### src/rtl/lifo_port_ctrl_if.sv
// Port bundle for lifo_port_ctrl: push stream, pop stream, flush/busy,
// LIFO request/response wires and the optional statistics counters.
// The controller uses the slave modport; the surrounding logic uses master.
interface lifo_port_ctrl_if #(
    parameter int DATA_W = 32,
    parameter int STAT_W = 16
);
    logic              s_valid;
    logic [DATA_W-1:0] s_data;
    logic              s_ready;
    logic              m_valid;
    logic [DATA_W-1:0] m_data;
    logic              m_ready;
    logic              flush;
    logic              busy;
    logic              lifo_w_req;
    logic [DATA_W-1:0] lifo_w_data;
    logic              lifo_r_req;
    logic [DATA_W-1:0] lifo_r_data;
    logic              lifo_empty;
    logic              lifo_full;
    logic [STAT_W-1:0] push_cnt;
    logic [STAT_W-1:0] pop_cnt;

    modport slave (
        input  s_valid, s_data, m_ready, flush, lifo_r_data, lifo_empty, lifo_full,
        output s_ready, m_valid, m_data, busy, lifo_w_req, lifo_w_data, lifo_r_req,
               push_cnt, pop_cnt
    );

    modport master (
        output s_valid, s_data, m_ready, flush, lifo_r_data, lifo_empty, lifo_full,
        input  s_ready, m_valid, m_data, busy, lifo_w_req, lifo_w_data, lifo_r_req,
               push_cnt, pop_cnt
    );
endinterface

### src/rtl/lifo_port_ctrl.sv
// lifo_port_ctrl: turns a valid/ready push stream into LIFO writes and drains
// the LIFO into a registered valid/ready pop stream. A free output register
// takes the incoming word directly (bypass), so the LIFO never sees a write
// and a read in the same cycle. flush discards the output register and pops
// the LIFO until it reports empty.
// Optional feature macro: LIFO_PORT_CTRL_STATS_EN (saturating push/pop counters).
module lifo_port_ctrl #(
    parameter int DATA_W = 32,
    parameter int STAT_W = 16
) (
    input  logic            clk,
    input  logic            nrst,
    lifo_port_ctrl_if.slave bus
);

    typedef enum logic {
        RUN   = 1'b0,
        DRAIN = 1'b1
    } state_t;

    typedef logic [STAT_W-1:0] stat_t;

    state_t            state_q, state_d;
    logic              m_valid_q, m_valid_d;
    logic [DATA_W-1:0] m_data_q, m_data_d;
    logic              busy_q, busy_d;

    logic              load;
    logic              s_ready_c;
    logic              w_req_c;
    logic              r_req_c;
    logic              push_fire;
    logic              pop_fire;

    // Next-state, output-register load and LIFO request decode
    always_comb begin
        state_d   = state_q;
        m_valid_d = m_valid_q;
        m_data_d  = m_data_q;
        busy_d    = busy_q;
        s_ready_c = 1'b0;
        w_req_c   = 1'b0;
        r_req_c   = 1'b0;
        pop_fire  = 1'b0;
        load      = ~m_valid_q | bus.m_ready;

        unique case (state_q)
            RUN: begin
                if (bus.flush) begin
                    // Handshakes in the flush cycle are dropped on both sides.
                    state_d   = DRAIN;
                    m_valid_d = 1'b0;
                    busy_d    = 1'b1;
                end else begin
                    pop_fire = m_valid_q & bus.m_ready;
                    if (load) begin
                        s_ready_c = 1'b1;
                        if (bus.s_valid) begin
                            // Newest word is top of stack: hand it straight out.
                            m_data_d  = bus.s_data;
                            m_valid_d = 1'b1;
                        end else if (!bus.lifo_empty) begin
                            r_req_c   = 1'b1;
                            m_data_d  = bus.lifo_r_data;
                            m_valid_d = 1'b1;
                        end else begin
                            m_valid_d = 1'b0;
                        end
                    end else begin
                        // Output register is committed; park the word in the LIFO.
                        s_ready_c = ~bus.lifo_full;
                        w_req_c   = bus.s_valid & ~bus.lifo_full;
                    end
                end
            end
            DRAIN: begin
                m_valid_d = 1'b0;
                r_req_c   = ~bus.lifo_empty;
                if (bus.lifo_empty) begin
                    state_d = RUN;
                    busy_d  = 1'b0;
                end
            end
            default: begin
                state_d   = RUN;
                m_valid_d = 1'b0;
                busy_d    = 1'b0;
            end
        endcase

        // Keep the LIFO and the source quiet while reset is held.
        if (!nrst) begin
            s_ready_c = 1'b0;
            w_req_c   = 1'b0;
            r_req_c   = 1'b0;
            pop_fire  = 1'b0;
        end
    end

    assign push_fire = bus.s_valid & s_ready_c;

    // State and output register
    always_ff @(posedge clk or negedge nrst) begin
        if (!nrst) begin
            state_q   <= RUN;
            m_valid_q <= 1'b0;
            m_data_q  <= '0;
            busy_q    <= 1'b0;
        end else begin
            state_q   <= state_d;
            m_valid_q <= m_valid_d;
            m_data_q  <= m_data_d;
            busy_q    <= busy_d;
        end
    end

    assign bus.s_ready     = s_ready_c;
    assign bus.m_valid     = m_valid_q;
    assign bus.m_data      = m_data_q;
    assign bus.busy        = busy_q;
    assign bus.lifo_w_req  = w_req_c;
    assign bus.lifo_w_data = bus.s_data;
    assign bus.lifo_r_req  = r_req_c;

`ifdef LIFO_PORT_CTRL_STATS_EN
    stat_t push_cnt_q, push_cnt_d;
    stat_t pop_cnt_q, pop_cnt_d;

    function automatic stat_t sat_inc(input stat_t v, input logic en);
        if (en && (v != '1)) begin
            return v + stat_t'(1);
        end
        return v;
    endfunction

    // Saturating statistics next values
    always_comb begin
        push_cnt_d = sat_inc(push_cnt_q, push_fire);
        pop_cnt_d  = sat_inc(pop_cnt_q, pop_fire);
    end

    // Statistics counters, cleared only by reset
    always_ff @(posedge clk or negedge nrst) begin
        if (!nrst) begin
            push_cnt_q <= '0;
            pop_cnt_q  <= '0;
        end else begin
            push_cnt_q <= push_cnt_d;
            pop_cnt_q  <= pop_cnt_d;
        end
    end

    assign bus.push_cnt = push_cnt_q;
    assign bus.pop_cnt  = pop_cnt_q;
`else
    logic unused_stats;
    assign unused_stats = push_fire ^ pop_fire;
    assign bus.push_cnt = stat_t'(0);
    assign bus.pop_cnt  = stat_t'(0);
`endif

endmodule

### src/flat_wrapper.sv
// flat-port wrapper written by rule: the top's interface ports become plain ports
module lifo_port_ctrl_flat 
#(
    parameter int DATA_W = 32,
    parameter int STAT_W = 16
)
  (clk, nrst, bus_s_valid, bus_s_data, bus_m_ready, bus_flush, bus_lifo_r_data, bus_lifo_empty, bus_lifo_full, bus_s_ready, bus_m_valid, bus_m_data, bus_busy, bus_lifo_w_req, bus_lifo_w_data, bus_lifo_r_req, bus_push_cnt, bus_pop_cnt);
  lifo_port_ctrl_if #(.DATA_W(DATA_W), .STAT_W(STAT_W)) bus_i ();
  input  logic clk;
  input  logic nrst;
  input wire logic [$bits(bus_i.s_valid)-1:0] bus_s_valid;
  input wire logic [$bits(bus_i.s_data)-1:0] bus_s_data;
  input wire logic [$bits(bus_i.m_ready)-1:0] bus_m_ready;
  input wire logic [$bits(bus_i.flush)-1:0] bus_flush;
  input wire logic [$bits(bus_i.lifo_r_data)-1:0] bus_lifo_r_data;
  input wire logic [$bits(bus_i.lifo_empty)-1:0] bus_lifo_empty;
  input wire logic [$bits(bus_i.lifo_full)-1:0] bus_lifo_full;
  output wire logic [$bits(bus_i.s_ready)-1:0] bus_s_ready;
  output wire logic [$bits(bus_i.m_valid)-1:0] bus_m_valid;
  output wire logic [$bits(bus_i.m_data)-1:0] bus_m_data;
  output wire logic [$bits(bus_i.busy)-1:0] bus_busy;
  output wire logic [$bits(bus_i.lifo_w_req)-1:0] bus_lifo_w_req;
  output wire logic [$bits(bus_i.lifo_w_data)-1:0] bus_lifo_w_data;
  output wire logic [$bits(bus_i.lifo_r_req)-1:0] bus_lifo_r_req;
  output wire logic [$bits(bus_i.push_cnt)-1:0] bus_push_cnt;
  output wire logic [$bits(bus_i.pop_cnt)-1:0] bus_pop_cnt;
  assign bus_i.s_valid = bus_s_valid;
  assign bus_i.s_data = bus_s_data;
  assign bus_i.m_ready = bus_m_ready;
  assign bus_i.flush = bus_flush;
  assign bus_i.lifo_r_data = bus_lifo_r_data;
  assign bus_i.lifo_empty = bus_lifo_empty;
  assign bus_i.lifo_full = bus_lifo_full;
  assign bus_s_ready = bus_i.s_ready;
  assign bus_m_valid = bus_i.m_valid;
  assign bus_m_data = bus_i.m_data;
  assign bus_busy = bus_i.busy;
  assign bus_lifo_w_req = bus_i.lifo_w_req;
  assign bus_lifo_w_data = bus_i.lifo_w_data;
  assign bus_lifo_r_req = bus_i.lifo_r_req;
  assign bus_push_cnt = bus_i.push_cnt;
  assign bus_pop_cnt = bus_i.pop_cnt;
  lifo_port_ctrl #(.DATA_W(DATA_W), .STAT_W(STAT_W)) u_core (.clk(clk), .nrst(nrst), .bus(bus_i));
endmodule
### config.mk
export PLATFORM = sky130hd
export DESIGN_NAME = lifo_port_ctrl_flat
export DESIGN_NICKNAME = d
export VERILOG_FILES = /design/src/rtl/lifo_port_ctrl_if.sv /design/src/rtl/lifo_port_ctrl.sv /design/src/flat_wrapper.sv
export SDC_FILE = /design/constraint.sdc
export NUM_CORES = 1
export LEC_CHECK = 0
export CAP_MARGIN = 40
export CORE_AREA = 10 10 94 96
export DETAILED_ROUTE_END_ITERATION = 10
export DIE_AREA = 0 0 104 106
export GPL_TIMING_DRIVEN = 0
export PLACE_DENSITY_LB_ADDON = 0.05
export SLEW_MARGIN = 20
export SYNTH_ARGS = -nofsm -noshare
export SYNTH_HDL_FRONTEND = slang
export SYNTH_SLANG_ARGS = --single-unit
### constraint.sdc
create_clock -name clk -period 1.6 [get_ports clk]
set_clock_uncertainty 0.1 [all_clocks]
set_input_delay 0.24 -clock clk [delete_from_list [all_inputs] [get_ports clk]]
set_output_delay 0.24 -clock clk [all_outputs]
set_load 0.02 [all_outputs]
; Word level (Yosys, flattened, before mapping)
; Index checks and enable logic that the tools add are counted.
[totals]
output_inout_bits = 101
register_bits = 35
word_cells = 42
inputBits = 71
[op_classes]
bitwise_logic = 7
n_eq_ne = 4
n_reduce_logical = 2
n_mux = 25
[ops]
columns = op, n
row1 = two-way mux 32 bit, 2
row2 = two-way mux 1 bit, 19
row3 = case mux 1 bit (2 select lines), 4
row4 = "!= test 2 bit, second input constant", 3
row5 = NOT 1 bit, 5
row6 = AND reduction 4 bit, 1
row7 = "!= test 3 x 2 -> 1 bit, second input constant", 1
row8 = AND reduction 2 bit, 1
row9 = AND 1 bit, 1
row10 = bitwise OR 1 bit, 1

; Longest topological paths before layout
; Gate-level depths: netlist of the first run.
[depth]
depth_word = 6
mapped_depth = 4

; Worst setup path before layout of the first run
; OpenSTA, ideal clock, no wires.
[synth_timing]
path_kind = register to register
startpoint = register u_core.m_valid_q, in the netlist u_core.bus.m_valid
endpoint = register u_core.m_data_q[0], in the netlist u_core.bus.m_data[0]
synth_period_minus_slack_ns = 1.515
arrival_ns = 1.290
path_buffers = 1
slack_ns = 0.085
stages_incl_launch_ff = 5
required_ns = 1.375
cell_sequence = dfrtp_1 -> inv_1 -> o221ai_4 -> buf_6 -> mux2_4
[synth_between]
elab_chain_len = 3
[synth_lines]
columns = element, line_no
row1 = "start, declared", lifo_port_ctrl.sv:24  ; logic m_valid_q, m_valid_d;
row2 = "start signal, assigned", lifo_port_ctrl.sv:111  ; m_valid_q <= m_valid_d;
row3 = NOT 1 bit, lifo_port_ctrl.sv:45  ; load = ~m_valid_q | bus.m_ready;
row4 = bitwise OR 1 bit, lifo_port_ctrl.sv:45
row5 = AND reduction 4 bit (no source line), --
row6 = "end signal, assigned", lifo_port_ctrl.sv:112  ; m_data_q <= m_data_d;
row7 = "end, declared", lifo_port_ctrl.sv:25  ; logic [DATA_W-1:0] m_data_q, m_data_d;
; No other way between the ends.
; A chain may end at the register's enable or synchronous reset.

; Worst setup path after layout of the first run
[layout_timing]
startpoint = register u_core.m_valid_q, in the netlist u_core.bus.m_valid
endpoint = output bus_lifo_r_req
[layout_between]
elab_chain_len = 6
[layout_lines]
columns = element, line_no
row1 = NOT 1 bit, lifo_port_ctrl.sv:45
row2 = bitwise OR 1 bit, lifo_port_ctrl.sv:45
row3 = two-way mux 1 bit, lifo_port_ctrl.sv:56  ; if (load) begin
row4 = two-way mux 1 bit, lifo_port_ctrl.sv:49  ; if (bus.flush) begin
row5 = case mux 1 bit (2 select lines), lifo_port_ctrl.sv:47  ; unique case (state_q)
row6 = two-way mux 1 bit, lifo_port_ctrl.sv:92  ; if (!nrst) begin
row7 = "end, declared", flat_wrapper.sv:24  ; output wire logic [$bits(bus_i.lifo_r_req)-1:0] bus_lifo_r_req;
; No other way between the ends.

==> flow_metrics.tcl, run 1 <==
set metrics [dict create \
    final_nets 445 \
    seq_area_frac_synth_pct 36.7 \
    p_leak_nw 2.17 \
    synthCells 186 \
    r2r_slack_ns 0.05 \
    gr-usage-met2_pct 21.1 \
    rr_worst_depth 6 \
    root_buffer "clkbuf_8" \
    synth_xor_area_share_pct 0 \
    antenna_found_initial 0 \
    drive_above_1_share_pct 42.2 \
    die-area_mm2 0.0110 \
    end_kind "output pin" \
    htree_levels 2 \
    route.detailed.wl_per_inst_um 14.9 \
    syn2layout_area_growth_pct 76.9 \
    synth_common_cells "buf_4, dfrtp_1, mux2_2" \
    synthTopCellsByArea "dfrtp_1, buf_4, mux2_4" \
    io-pin-count 172 \
    avgSynthCellArea_um2 12.8 \
    grt_pass1_vias 2025 \
    async_flop_share_pct 100 \
    clock.fmax_ghz 0.638 \
    synth_area_leader_cell "dfrtp_1" \
    synth_compound_area_share_pct 2.68 \
    critPathMaxFanout 4 \
    routed-via-count 1857 \
    clock_latency_ns 0.28 \
    fillers 618 \
    netlist.area_leader.share_pct 36.7 \
    synth-seq-cells 35 \
    fin_crit_sh_pct 98.0 \
    use_met3_pct 6.82 \
    synthSimpleGateAreaFrac_pct 1.73 \
    use_met1_pct 12.3 \
    synthMuxAreaShare_pct 34.9 \
    fin_hold_ws_ns 0.254 \
    worst_ep_arrival_time_ns 1.23 \
    cts_tree "built" \
    cts_sinks 35 \
    ys.flop_type "dfrtp_1" \
    core_mm2 0.00706 \
    run_status "finished clean" \
    rsz0062_at_grt "yes" \
    drc 0 \
    firstDrtPassIters 2 \
    die_x_um 104 \
    grt_busiest_layer "met2" \
    cellPowerDensity_mw_per_mm2 934 \
    synth_top_family_by_area "multiplexers" \
    hpwl_mm 5.84 \
    grt_overflow_total 0 \
    initial_core_util_pct 33.8 \
    synth_edf_count 0 \
    regToRegStartpoint "u_core.state_q" \
    clkSlewWorstSetupHoldPaths_ns 0.07 \
    r2r-end "u_core.bus.m_data[14]" \
    grt_max_degree 19 \
    core.rowCount 31 \
    grt_pass1_wl_mm 10.8 \
    drt_iter0_markers 6 \
    netlist_area_mm2 0.00238 \
    port_buffers 138 \
    synth_adder_area_share_pct 0 \
    peakVddDrop_mv 0.466 \
    worstSetupStartpointType "flip-flop" \
    drt_wl_total_mm 7.06 \
    diodes 0 \
    finalCriticalPeriod_ns 1.57 \
    critPathRequiredTime_ns 1.26 \
    synth.most_common_cell "buf_4" \
    gp_congestion 0.680 \
    cts_buffers 5 \
    ant_nets 0 \
    critPathKind "flip-flop to output pin" \
    synth_cell_types 18 \
    cts_buffer_depth 2 \
    grt_use_total_pct 12.1 \
    slew_violations 0 \
    vias_per_cell 3.93 \
    ys_warn_count 0 \
    hp-class "input pin to asynchronous set/reset pin" \
    drv_cap 0 \
    setup_viol 0 \
    hold_viol 0 \
    power_mw 3.94 \
    dieHeight_um 106 \
]
[how the worst max path moves through the flow]
stage | from | to
floorplan | u_core.bus.m_valid | u_core.bus.m_data[0]
finish | u_core.bus.m_valid | bus_lifo_r_req
global placement | nrst | bus_s_ready
detailed placement | bus_m_ready | bus_lifo_w_req
CTS | u_core.bus.m_data[14] | bus_m_data[14]
global route | u_core.bus.m_valid | bus_lifo_r_req
[critical path, cell delays in order (launching register included)]
cell and delay, ns:
dfrtp_1 0.37, nor2b_4 0.19, nor3_2 0.05, o211a_1 0.21
buf_6 0.13
[per-layer routing]
| layer | vias up | part of all wire [%] | routed length, um |
|---|---|---|---|
| li1 | 915 | - | - |
| met1 | 840 | 37 | 2640 |
| met3 | 7 | 11 | 803 |
| met2 | 95 | 50 | 3550 |
| met4 | 0 | 0.88 | 62 |
| met5 | - | 0 | 0 |
[cell families (layout without fill, tap and decap cells)]
group / count (synthesis) / after routing
flip-flops: 35 / 35
AND/OR/NAND/NOR: 7 / 7
AO/OA/AOI/OAI: 6 / 6
multiplexers: 64 / 64
other: 1 / 32
buffers and inverters: 73 / 230
[placed cells by master (no fill, tap or decap), types with 2 or more instances in the layout]
cell type        instances
dlygate4sd3_1            4
a21oi_1                  2
clkbuf_8                 6
mux2_2                  34
dlygate4sd2_1           62
buf_12                   4
nor2_1                   2
buf_4                   69
clkdlybuf4s50_1         66
dlymetal6s2s_1           6
mux2_4                  30
dfrtp_1                 35
conb_1                  32
buf_6                    7
inv_1                    2
[where the power goes]
group	total [mW]	switching (mW)	leakage [nW]	internal, mW
logic	1.98	0.901	1.71	1.08
registers	1.31	0.142	0.413	1.17
clock network	0.650	0.313	0.0470	0.338
[repair_timing]
action | CTS | global route
setup endpoints to repair | 66 | 37
hold endpoints to repair | 22 | 0
setup buffers | 1 | 4
pin swaps | 2 | 1
gates cloned | 0 | 1
resized for setup | 79 | 15
hold buffers | 4 | 0
[sequential cells by signal, summed over array words and instances (netlist names)]
name                count
u_core.state_q          1
u_core.bus.busy         1
u_core.bus.m_data      32
u_core.bus.m_valid      1
[per-stage QoR]
stage               worst slack [ns]  cell area (um2)  util, %  std cells  TNS [ns]
finish                        0.0318             4220     59.8        473         0
global route                 -0.0238             4220     59.8        473   -0.0301
CTS                         0.000105             4090     57.9        467         0
detailed placement            -0.539             4030     57.1        455    -15.80
global placement               -1.72             4010     56.8        454    -45.23
floorplan                     0.0850             2500        -        217         0
[cell type report]
class	count	area, um2	share of cell area [%]
clock inverters	1	5.00	0.119
inverters	2	7.51	0.178
multi-input cells	109	1070	25.4
repair buffers	150	1470	34.8
clock buffers	6	82.6	1.96
plain buffers	71	586	13.9
flip-flops and latches	35	876	20.8
well taps	99	124	2.94
No activity file was read; power rests on OpenSTA's default activity.
==> inputs of run 2 (changes only) <==
CORE_AREA = 5 5 89 91   (was 10 10 94 96)
DIE_AREA = 0 0 94 96   (was 0 0 104 106)
==> run 2 against run 1 <==
Compared with the run above:
- routed wire length decreased by 12%
- global-route usage is 0.99 points higher
- setup slack better by 0.0065 ns
- sequential share of layout area up 0.50 points
- via count rose by 0.48%
==> flow_metrics.tcl, run 2 (same netlist as run 1, synthesis figures left out) <==
set metrics [dict create \
    stdcell_count 466 \
    die-area_mm2 0.00902 \
    slew_violations 0 \
    grt_use_total_pct 13.1 \
    ant_nets 0 \
    syn2layout_area_growth_pct 73.0 \
    place_ws_ns -0.497 \
    core.rowCount 31 \
    antenna_found_initial 0 \
    ff_latch_area_um2 877 \
    grt_overflow_total 0 \
    grt_pass1_wl_mm 9.29 \
    initial_core_util_pct 33.8 \
    core_mm2 0.00706 \
    post-place-cells 455 \
    routed-via-count 1866 \
    critPathRequiredTime_ns 1.26 \
    htree_levels 2 \
    gp_congestion 0.657 \
    final_cell_mix "buf_4, clkdlybuf4s50_1, dlygate4sd2_1" \
    critPathMaxFanout 4 \
    multi_input_area_mm2 0.00107 \
    worstSetupStartpointType "flip-flop" \
    io-pin-count 172 \
    root_buffer "clkbuf_8" \
    drc 0 \
    clock.fmax_ghz 0.640 \
    cts_sinks 35 \
    dieHeight_um 96 \
    peakVddDrop_mv 0.426 \
    grt_max_degree 32 \
    cts_buffers 5 \
    rr_worst_depth 5 \
    rsz0062_at_grt "yes" \
    hp-class "input pin to flip-flop" \
    route.detailed.wl_per_inst_um 13.3 \
    critPathKind "flip-flop to output pin" \
    vias_per_cell 4.00 \
    diodes 0 \
    clkSlewWorstSetupHoldPaths_ns 0.07 \
    setup_viol 0 \
    p_leak_nw 2.17 \
    drv_cap 0 \
    clock_latency_ns 0.28 \
    drive_above_1_share_pct 42.2 \
    hold_viol 0 \
    end_kind "output pin" \
    drt_wl_total_mm 6.18 \
    fin_crit_sh_pct 97.6 \
    cts_tree "built" \
    largest_reg_flops 32 \
    grt_pass1_vias 1969 \
    hpwl_mm 5.00 \
    fillers 656 \
    setup_ws_ns 0.0384 \
    cellPowerDensity_mw_per_mm2 945 \
    firstDrtPassIters 3 \
    run_status "finished clean" \
    die_x_um 94 \
    port_buffers 138 \
    finalCriticalPeriod_ns 1.56 \
    whs_path_depth 3 \
    cts_buffer_depth 2 \
    final_common_cell "buf_4" \
    worst_ep_arrival_time_ns 1.22 \
    drt_iter0_markers 20 \
    final_nets 438 \
]
-- run 2: changes by cell type in the layout (fill, tap and decap cells not counted) --
| cell | change |
|---|---|
| buf_8 | +3 |
| dlymetal6s2s_1 | +7 |
| clkbuf_16 | -1 |
| dlygate4sd3_1 | -3 |
| dlygate4sd2_1 | -7 |
| dfrtp_1 | -1 |
| dfrtp_2 | +1 |
| buf_6 | -2 |
| buf_12 | -3 |
| buf_16 | -1 |
-- run 2: area by class of cell --
| cell class | instances | share of cell area [%] |
|---|---|---|
| Timing Repair Buffer | 143 | 33.7 |
| Multi-Input combinational cell | 109 | 26.0 |
| Sequential cell | 35 | 21.3 |
| Buffer | 71 | 13.8 |
| Tap cell | 99 | 3.00 |
| Clock buffer | 6 | 2.00 |
| Inverter | 2 | 0.182 |
| Clock inverter | 1 | 0.121 |
-- run 2: layer usage --
layer,wire length [um],up-vias,global-route usage [%]
met5,0,-,0
met4,62,0,4.33
met3,729,6,5.47
met2,3200,95,23.4
met1,2190,866,13.9
li1,-,899,-
-- run 2: final timing paths --
check / from / slack, ns / endpoint
max in group asynchronous: nrst / 0.65 / u_core.bus.m_data[5]
worst min-delay path: bus_flush / 0.26 / u_core.bus.busy
worst max-delay path: u_core.bus.m_valid / 0.04 / bus_lifo_r_req
worst min register to register: u_core.bus.m_data[24] / 0.40 / u_core.bus.m_data[24]
worst max register to register: u_core.bus.m_valid / 0.04 / u_core.bus.m_data[14]
min in group asynchronous: nrst / 0.30 / u_core.bus.busy
-- run 2: stage by stage --
stage	hold slack (ns)	setup TNS (ns)	utilization [%]	instance area [um2]	power [mW]
floorplan	-0.156	0	-	2500	2.48
global placement	0.388	-44.33	56.8	4010	3.45
detailed placement	-0.0111	-15.86	57.0	4020	3.46
CTS	0.294	-0.0514	57.5	4060	3.97
global route	0.270	-0.146	58.5	4130	4.11
finish	0.264	0	58.5	4130	3.90
-- run 2: worst max-delay path, cell delays in order, from the launching register on --
cell and delay, ns:
dfrtp_1 0.36, nor2b_4 0.19, nor3_2 0.05, o211a_1 0.22
buf_6 0.13
-- run 2: repair_timing --
item                       in CTS  in global routing
setup endpoints to repair      76                 45
setup buffers                   1                  2
hold buffers                    1                  0
cloned                          0                  0
gates resized for setup        71                 20
pin swaps                       4                  3
hold endpoints to repair       35                  0
-- run 2: report_power, final --
part | leakage (nW) | total (mW) | switching [mW] | internal, mW
Sequential | 0.412 | 1.31 | 0.147 | 1.17
Clock | 0.0470 | 0.637 | 0.300 | 0.338
Combinational | 1.71 | 1.95 | 0.879 | 1.07
